<file path="src/rtl/mac_rx_frame_arbiter.sv">
// Two-port RX frame arbiter: merges two MAC RX FIFO pipes into one tagged stream,
// holding the grant for whole frames and truncating frames longer than MAX_WORDS.
module mac_rx_frame_arbiter #(
  parameter int unsigned NIC_WIDTH = 10,
  parameter int unsigned MAX_WORDS = 1518
) (
  input  logic                 clk,
  input  logic                 reset,
  input  logic [NIC_WIDTH-1:0] in0_data,
  input  logic                 in0_ack,
  output logic                 in0_req,
  input  logic [NIC_WIDTH-1:0] in1_data,
  input  logic                 in1_ack,
  output logic                 in1_req,
  output logic [NIC_WIDTH:0]   out_data,
  output logic                 out_ack,
  input  logic                 out_req,
  output logic [15:0]          frame_len,
  output logic                 frame_port,
  output logic                 frame_done,
  output logic                 err_oversize
);

  localparam int unsigned CNT_W = 16;
  localparam int unsigned SUM_W = CNT_W + 1;
  localparam logic [CNT_W-1:0] WC_LAST = CNT_W'(MAX_WORDS - 1);
  localparam logic [CNT_W-1:0] CNT_MAX = {CNT_W{1'b1}};

  typedef enum logic [1:0] {IDLE, BUSY, DROP} state_t;

  state_t             state;
  logic               g;
  logic               ls;
  logic [CNT_W-1:0]   wc;
  logic [CNT_W-1:0]   bc;

  logic [NIC_WIDTH-1:0] sel_data;
  logic                 sel_ack;
  logic                 sel_req;
  logic                 xfer;
  logic                 word_last;
  logic                 word_keep;
  logic                 trunc;
  logic [SUM_W-1:0]     bc_sum;
  logic [CNT_W-1:0]     bc_sat;

  assign sel_data  = g ? in1_data : in0_data;
  assign sel_ack   = g ? in1_ack  : in0_ack;
  assign word_last = sel_data[NIC_WIDTH-1];
  assign word_keep = sel_data[0];

  // Pop request towards the granted FIFO only; reset gates it immediately.
  always_comb begin
    sel_req = 1'b0;
    case (state)
      BUSY:    sel_req = out_req;
      DROP:    sel_req = 1'b1;
      default: sel_req = 1'b0;
    endcase
    if (reset) sel_req = 1'b0;
  end

  assign in0_req = sel_req & ~g;
  assign in1_req = sel_req & g;
  assign out_ack = (state == BUSY) & sel_ack & ~reset;
  assign xfer    = sel_req & sel_ack;

  // The word that hits the size limit without its own tlast is closed off here.
  assign trunc    = (state == BUSY) & ~word_last & (wc == WC_LAST);
  assign out_data = {g, word_last | trunc, sel_data[NIC_WIDTH-2:0]};

  assign bc_sum = {1'b0, bc} + SUM_W'(word_keep);
  assign bc_sat = bc_sum[CNT_W] ? CNT_MAX : bc_sum[CNT_W-1:0];

  always_ff @(posedge clk) begin
    if (reset) begin
      state        <= IDLE;
      g            <= 1'b0;
      ls           <= 1'b1;
      wc           <= '0;
      bc           <= '0;
      frame_len    <= '0;
      frame_port   <= 1'b0;
      frame_done   <= 1'b0;
      err_oversize <= 1'b0;
    end else begin
      frame_done   <= 1'b0;
      err_oversize <= 1'b0;
      case (state)
        IDLE: begin
          wc <= '0;
          bc <= '0;
          if (in0_ack && in1_ack) begin
            g     <= ~ls;
            state <= BUSY;
          end else if (in0_ack) begin
            g     <= 1'b0;
            state <= BUSY;
          end else if (in1_ack) begin
            g     <= 1'b1;
            state <= BUSY;
          end
        end
        BUSY: begin
          if (xfer) begin
            wc <= (wc == CNT_MAX) ? wc : wc + CNT_W'(1);
            bc <= bc_sat;
            if (word_last) begin
              state      <= IDLE;
              ls         <= g;
              frame_done <= 1'b1;
              frame_len  <= bc_sat;
              frame_port <= g;
            end else if (trunc) begin
              state        <= DROP;
              err_oversize <= 1'b1;
              frame_done   <= 1'b1;
              frame_len    <= bc_sat;
              frame_port   <= g;
            end
          end
        end
        DROP: begin
          // Discard the tail of an oversize frame up to its real tlast.
          if (xfer && word_last) begin
            state <= IDLE;
            ls    <= g;
          end
        end
        default: state <= IDLE;
      endcase
    end
  end

endmodule

</file>
<file path="config.mk">
export PLATFORM = sky130hd
export DESIGN_NAME = mac_rx_frame_arbiter
export DESIGN_NICKNAME = d
export VERILOG_FILES = /design/src/rtl/mac_rx_frame_arbiter.sv
export SDC_FILE = /design/constraint.sdc
export NUM_CORES = 1
export LEC_CHECK = 0
export CAP_MARGIN = 40
export CORE_MARGIN = 2
export CORE_UTILIZATION = 52
export DETAILED_ROUTE_END_ITERATION = 10
export PLACE_DENSITY = 0.78
export SYNTH_ARGS = -nofsm -noshare
export SYNTH_HDL_FRONTEND = slang
export SYNTH_SLANG_ARGS = --single-unit
</file>
<file path="constraint.sdc">
create_clock -name clk -period 3 [get_ports clk]
set_input_delay 0.9 -clock clk [delete_from_list [all_inputs] [get_ports clk]]
set_output_delay 0.9 -clock clk [all_outputs]
set_load 0.005 [all_outputs]
</file>
==> run_results.csv <==
group,metric,value,unit
worst_hold_path,min_delay_worst_endpoint,"bc[0]",
power_and_ir_drop,p_total,2.055,mW
logic_synthesis,synth.area.top_cells,"dfxtp_1, o21ai_0, a21oi_1",
grt,track_usage,25.25,%
logic_synthesis,yosysTopAreaCellShare,35.53,%
run,maxCapViolCount,0,
cells_and_area,layout_common_cells,"dfxtp_1, clkdlybuf4s50_1, nor2_1, o21ai_0",
drt,via_per_inst,5.871,
floorplan,initial_core_util,52.97,%
timing,relSlewSlack,51.45,%
floorplan,ios,58,
drt,wl,7827,µm
cts,clk_latency,0.31,ns
grt,grt_max_degree,42,
logic_synthesis,syn_area,0.003099,mm²
power_and_ir_drop,powerDensity,514.3,mW/mm²
cells_and_area,final_common_cell,"dfxtp_1",
grt,antenna_found_initial,0,
drt,vias,3088,
logic_synthesis,syn-instance-count,378,
worst_setup_path,arrival,2.02,ns
drt,drt_iter0_markers,168,
cells_and_area,antenna_cells,0,
drt,drcViolationCount,0,
worst_setup_path,cp_data_required_time,2.10,ns
cts,htree_num_levels,2,
floorplan,rows,28,
cts,cts_inserted_buffers,5,
placement,place_area,0.003910,mm²
cells_and_area,drive_gt1_share,12.86,%
power_and_ir_drop,vdd_drop_max,335.4,µV
cts,cts_setup_buffers,0,
worst_setup_path,timing.rr.end,"wc[7]",
logic_synthesis,syn-num-nets,411,
timing,whs,0.4693,ns
timing,setup_viol,0,
logic_synthesis,synth_seq_cells,55,
worst_setup_path,worstPathMaxFanout,1,
grt,grt_pass1_vias,2979,
timing,fin_crit_sh,97.44,%
drt,ant_nets,0,
worst_setup_path,crit_type,"primary input to output port",
run_status,outcome,"completed",
floorplan,die-area,0.006593,mm²
placement,place_congestion,0.8802,
floorplan,core-area,0.005851,mm²
worst_hold_path,hold_path.class,"register to register",
cts,cts_tree,"yes",
placement,portBuffers,57,
cts,clock_path_buffers,2,
logic_synthesis,synth_area_leader_cell,"dfxtp_1",
floorplan,die_h,81.20,µm
drt,wl_per_cell,14.88,µm
timing,fin_ws,0.07676,ns
cts,cts-hold-fix-buffers,0,
logic_synthesis,syn_area_per_cell,8.199,µm²
drt,firstDrtPassIters,5,
logic_synthesis,synth_ff_type,"dfxtp_1",
timing,finalSetupTns,0,ns
logic_synthesis,async_flop_share,0,%
logic_synthesis,synth-edff-count,0,
cts,cts_root_buf,"clkbuf_8",
cts,cts.reportedPaths.clkPinSlew,0.09,ns
timing,rsz0062_at_grt,"no",
logic_synthesis,yosysSeqAreaShare,35.53,%
timing,hold_violations,0,
worst_setup_path,rrSetupSlack,0.48,ns
timing,clock.fmax,0.3421,GHz
timing,skew,0.01430,ns
worst_hold_path,hold_start,"bc[0]",
placement,dp.final_hpwl,5786,µm
worst_setup_path,critPathCaptureType,"output port",
cells_and_area,nets,483,
worst_setup_path,reg2reg_depth,7,
placement,post-place-ws,-0.09097,ns
cells_and_area,syn_to_final_growth,28.95,%
logic_synthesis,synth_cell_types,57,
timing,worst_pin_slew,0.7222,ns
worst_setup_path,r2r_start,"g",
worst_hold_path,hold_depth,2,
logic_synthesis,ys_warn_count,0,
grt,grt_pass1_wl,13230,µm
grt,grt-ovfl-total,0,
floorplan,die_x,81.20,µm
cells_and_area,fin_area,0.003996,mm²
power_and_ir_drop,cellLeakagePower,1.394,nW
timing,drv_slew,0,
cells_and_area,fillers,496,
worst_setup_path,start_kind,"primary input",
timing,period_minus_slack,2.923,ns
cts,cts.sinks,55,
## worst max path at each step
stage | from | to | cells after the start
global placement | out_req | in0_req | 4
finish | in1_data[3] | out_data[3] | 3
floorplan | reset | out_ack | 4
CTS | in0_data[9] | out_data[9] | 4
detailed placement | out_req | in0_req | 4
global route | g | out_data[4] | 3
## cells by family (layout without fill, tap and decap cells)
family          after synthesis  count (layout)  synth area share (%)
mux                          23              23                 7.873
xor+xnor                      5               5                 1.413
buf+inv                      34             107                 4.643
simple gates                150             150                 26.24
compound gates              103             103                 21.07
flops                        55              55                 35.53
fa+ha+maj                     8               8                 3.230
## flip-flops by register name, indices dropped and copies added, names as in the netlist
name,flops
frame_len,16
bc,16
frame_port,1
err_oversize,1
ls,1
frame_done,1
state,2
g,1
wc,16
## metal layers
metal	vias up	global-route usage, %	part of all wire [%]
met5	-	0	0
met4	0	7.119	1.1
met3	10	4.222	3.6
met2	65	43.47	49
met1	1476	32.51	46
li1	1537	-	-
## where the power goes
| group | switching (mW) | leakage (nW) | internal (mW) | total, mW |
|---|---|---|---|---|
| clock | 0.233 | 0.0422 | 0.165 | 0.398 |
| combinational | 0.488 | 0.908 | 0.385 | 0.874 |
| sequential | 0.0276 | 0.444 | 0.757 | 0.784 |
| total | 0.749 | 1.39 | 1.31 | 2.06 |
## cell type report
type | instances | area, µm² | share of cell area (%)
clock buffers | 7 | 76.32 | 1.910
clock inverters | 1 | 5.005 | 0.1252
inverters | 12 | 45.04 | 1.127
multi-input cells | 289 | 1861 | 46.56
flip-flops and latches | 55 | 1101 | 27.55
well taps | 75 | 93.84 | 2.348
repair buffers | 87 | 814.5 | 20.38
## metrics by stage
step,instances,util [%]
6_report,526,68.31
5_1_grt,526,68.31
4_1_cts,526,68.26
3_5_place_dp,518,66.83
3_3_place_gp,518,66.83
2_1_floorplan,378,-
## timing repair
item | in CTS | in global routing
gates resized for setup | 5 | 1
pin swaps | 0 | 0
setup endpoints to repair | 4 | 1
## cell usage after synthesis, drive strengths merged, types with 3 or more instances
library cell	instances
a211oi	11
a21o	3
a21oi	29
and2	4
and3	4
and4	3
buf	8
clkbuf	14
dfxtp	55
ha	8
inv	12
mux2	11
mux2i	12
nand2	26
nand2b	13
nand3	11
nand3b	3
nand4	16
nor2	35
nor2b	4
nor3	13
nor4	6
o21ai	32
o31ai	4
o32ai	4
or3	3
xnor2	3
## critical path: stages
cell             delay, ns
clkdlybuf4s50_1       0.39
mux2_2                0.27
clkdlybuf4s50_1       0.46
Note: power is estimated with default switching activity, not from simulation.
==> RTL edit 1: new RTL, same flow settings <==
The 3 states of `state_t` get a one-hot encoding in 3 bits.
--- a/src/rtl/mac_rx_frame_arbiter.sv
+++ b/src/rtl/mac_rx_frame_arbiter.sv
@@ -26,7 +26,7 @@
   localparam logic [CNT_W-1:0] WC_LAST = CNT_W'(MAX_WORDS - 1);
   localparam logic [CNT_W-1:0] CNT_MAX = {CNT_W{1'b1}};
 
-  typedef enum logic [1:0] {IDLE, BUSY, DROP} state_t;
+  typedef enum logic [2:0] {IDLE = 3'b001, BUSY = 3'b010, DROP = 3'b100} state_t;
 
   state_t             state;
   logic               g;
Function: no difference found for any inputs over 4 cycles, from zero or initial values and one cycle with reset high; so few cycles prove little.
==> RTL edit 1 against the original RTL <==
  * Sequential share of layout area grew 0.077 points
  * Wire length is 9.7% higher
  * Sequential cell count rose by 1
  * Worst setup slack worse by 21 ps
  * Clock skew shrank 3.8 ps
  * Area after synthesis up 2.1%
  * Final cell count is 0.38% higher
  * Design area up 1.5%
  * Highest routed layer unchanged
Power is not compared: it rests on default switching activity, and its combinational part moved more than twofold at a synthesized area within 25%.
==> RTL edit 1: results (changes against the original RTL) <==
stage	metric	value	unit	change
status	outcome	complete, no violations		
logic_synthesis	synth cell count leaders	dfxtp_1, a21oi_1, nand2_1, nand3_1, buf_2		
route	Starting DRT DRC Count	196		+17%
finish	clkbuf count	6		-1
placed_design	HPWL Detailed	6290	µm	+8.7%
finish	fraction of final layout cells sized beyond drive strength 1	0.152		+0.0237
logic_synthesis	post-synthesis sequential area ratio	0.354		-0.00112
finish	non-clock buffer share of cell area	0.217		+0.0130
finish	diodes inserted	0		unchanged
route	Pre-antenna DRT Iters	4		-1
finish	final sequential cell count	56		+1.8%
sta	worst setup skew after layout	10.5	ps	-3.77 ps
logic_synthesis	average size of a mapped cell	8.33	µm²	+1.6%
route	routed vias	3232		+4.7%
worst_setup_path	R2R cell count	9		+2
worst_hold_path	worst min-delay path startpoint	frame_len[15]		
sta	worst hold slack	465	ps	-3.95 ps
placed_design	total placed instance area	0.00396	mm²	+1.3%
finish	FILL cells	506		+2.0%
global_routing	maximum number of pins on one net before global-route repair	28		-33%
finish	Layout Nets	481		-0.41%
global_routing	overall fraction of global-route tracks in use	0.264		+0.0120
finish	area taken by multi-input logic gates	0.00184	mm²	-1.1%
worst_setup_path	Worst R2R End	bc[4]		
logic_synthesis	Post-Syn Nets	409		-0.49%
finish	count of buffers not belonging to the clock network in the layout	97		+11%
finish	layout multi-input combinational cell count	285		-1.4%
worst_setup_path	r2r setup slk	510	ps	+30 ps
worst_setup_path	capture point of the worst path	out_data[2]		
route	WL/cell	16.3	µm	+9.3%
placed_design	GP Congestion	1.01		+15%
global_routing	global-route wire length before repair	13900	µm	+4.9%
worst_setup_path	Crit. Startpoint	in0_data[2]		
logic_synthesis	synth unique cells	66		+16%
worst_setup_path	data arrival time of the worst path	2040	ps	+20 ps
finish	number of inverters outside the clock class in the layout	7		-5
==> RTL edit 1: cell families (layout without fill, tap and decap cells) <==
kind of cell,after synthesis,after routing,synth area share
AOI/OAI and AO/OA,112,112,0.228
xor gates and xnor gates,4,4,0.0111
adders and majority gates,4,4,0.0158
buffers and inverters,39,112,0.0656
DFF,56,56,0.354
muxes,18,18,0.0613
and+or+nand+nor,147,147,0.264
==> RTL edit 1: metal layers <==
metal | up-vias | routed length, µm | global-route usage
met5 | - | 0 | 0
met2 | 95 | 4360 | 0.459
li1 | 1567 | - | -
met3 | 9 | 424 | 0.0516
met4 | 0 | 86 | 0.0817
met1 | 1561 | 3710 | 0.329
==> RTL edit 1: metrics by stage <==
stage | total power [mW] | cells | setup WS, ps
2_1_floorplan | 0.956 | 380 | 284
3_3_place_gp | 1.07 | 520 | -212
3_5_place_dp | 1.08 | 520 | -218
4_1_cts | 1.52 | 528 | 15.0
5_1_grt | 1.58 | 528 | 16.8
6_report | 1.52 | 528 | 56.2
==> RTL edit 2: new RTL, same settings <==
Without the edit above. Change the parameter `NIC_WIDTH` from 10 to 14.
--- a/src/rtl/mac_rx_frame_arbiter.sv
+++ b/src/rtl/mac_rx_frame_arbiter.sv
@@ -1,7 +1,7 @@
 // Two-port RX frame arbiter: merges two MAC RX FIFO pipes into one tagged stream,
 // holding the grant for whole frames and truncating frames longer than MAX_WORDS.
 module mac_rx_frame_arbiter #(
-  parameter int unsigned NIC_WIDTH = 10,
+  parameter int unsigned NIC_WIDTH = 14,
   parameter int unsigned MAX_WORDS = 1518
 ) (
   input  logic                 clk,
Ports: changed (resized in0_data, in1_data and out_data); port bits go from 58 to 70. No check against the original RTL was run, so the function may have changed too.
==> RTL edit 2 against the original RTL <==
  * Fmax down 0.68%
  * Design area grew 5.9%
  * Worst setup slack worse by 20 ps
  * Area after synthesis rose by 2.2%
  * Sequential cell count unchanged
  * Count of clock-buffer cells in the layout shrank 2
  * Wire length grew 1.1%
  * Power rose by 6.4%
  * Combinational power rose by 2.7%
  * Register-to-register slack better by 100 ps
  * First-iteration DRC count up 5.4%
  * Critical path type unchanged
==> RTL edit 2: results (changes against the original RTL) <==
stage	metric	value	unit	change
placed_design	total placed instance area	0.00410	mm²	+4.8%
logic_synthesis	average size of a mapped cell	8.43	µm²	+2.8%
route	WL/cell	14.7	µm	-0.92%
global_routing	via count of the first global-routing pass	2948		-1.0%
route	routed vias	3121		+1.1%
route	total met2 wirelength after detailed routing	3630	µm	-5.4%
finish	non-filler cells, final	537		+2.1%
logic_synthesis	top post-synthesis cells by area	dfxtp_1, mux2_2, nand2_1		
worst_setup_path	r2r setup slk	580	ps	+100 ps
pwr	power dissipated in combinational cells	898	µW	+2.7%
route	Pre-antenna DRT Iters	4		-1
worst_setup_path	Worst R2R End	bc[2]		
pwr	LEAKAGE	1.52	nW	+9.1%
pwr	maximum vdd ir drop	0.000286	V	-15%
logic_synthesis	synth unique cells	58		+1.8%
route	Met3 Routed Length	507	µm	+79%
worst_setup_path	data arrival time of the worst path	2040	ps	+20 ps
sta	Achievable Freq	0.340	GHz	-0.68%
logic_synthesis	synth cell count leaders	dfxtp_1, nand2_1, nor2_1, a21oi_1, mux2_2		
pwr	Clock Power Share	0.230		+0.037
global_routing	global-route wire length before repair	13400	µm	+1.2%
placed_design	placed insts	529		+2.1%
logic_synthesis	proportion of netlist area held by the largest area contributor	0.348		-0.00772
worst_hold_path	Worst Hold Depth	2		unchanged
logic_synthesis	post-synthesis sequential area ratio	0.348		-0.00772
sta	slew of the pin with the lowest slew margin	545	ps	-177 ps
pwr	total internal power	1.43	mW	+9.2%
status	outcome	complete, no violations		
finish	fraction of final layout cells sized beyond drive strength 1	0.154		+0.0251
sta	worst setup skew after layout	10.0	ps	-4.26 ps
placed_design	I/O Buffers	69		+21%
worst_setup_path	R2R cell count	11		+4
pwr	total net switching power	761	µW	+1.6%
route	met1 WL	3690	µm	+1.8%
route	Starting DRT DRC Count	177		+5.4%
worst_setup_path	Crit. Startpoint	in0_data[12]		
[RTL edit 2: layer usage]
metal  GRT usage  vias up
met3      0.0538        8
li1            -     1571
met1       0.335     1432
met4      0.0800        0
met5           0        -
met2       0.415      110
[RTL edit 2: worst max path at each step]
stage / cells after the start / to
2_1_floorplan: 9 / frame_len[5]
3_5_place_dp: 11 / frame_len[11]
6_report: 3 / out_data[12]
3_3_place_gp: 4 / in1_req
5_1_grt: 11 / frame_len[11]
4_1_cts: 6 / out_data[13]
[RTL edit 2: area by class of cell]
type	instances	area, µm²
clock buffer	5	68.8
clock inverter	3	43.8
fill	451	1690
inverter	11	41.3
multi-input combinational	284	1920
sequential	55	1100
tap	75	93.8
timing repair buffer	104	967
[RTL edit 2: cells by family after synthesis]
| kind of cell | count (synthesis) | synth area share |
|---|---|---|
| and+or+nand+nor | 153 | 0.250 |
| AOI/OAI and AO/OA | 90 | 0.207 |
| DFF | 55 | 0.348 |
| buffers and inverters | 37 | 0.0537 |
| muxes | 30 | 0.103 |
| adders and majority gates | 8 | 0.0316 |
| xor gates and xnor gates | 3 | 0.00830 |
[RTL edit 2: timing repair]
| item | 4_1_cts | 5_1_grt |
|---|---|---|
| buffers inserted | 0 | 0 |
| pin swaps | 0 | 2 |
| endpoints found under the setup margin | 4 | 2 |
| resized for setup | 5 | 5 |
[RTL edit 2: critical path, stage by stage]
cell and delay (ps):
clkdlybuf4s50_1 430, mux2_2 270, clkdlybuf4s50_1 450
[RTL edit 2: stage by stage]
step | setup TNS [ps] | hold WS (ps) | util
6_report | 0 | 468 | 0.715
3_5_place_dp | -1350 | 451 | 0.692
2_1_floorplan | 0 | 440 | -
5_1_grt | 0 | 494 | 0.715
4_1_cts | -25.8 | 471 | 0.711
3_3_place_gp | -562 | 449 | 0.692
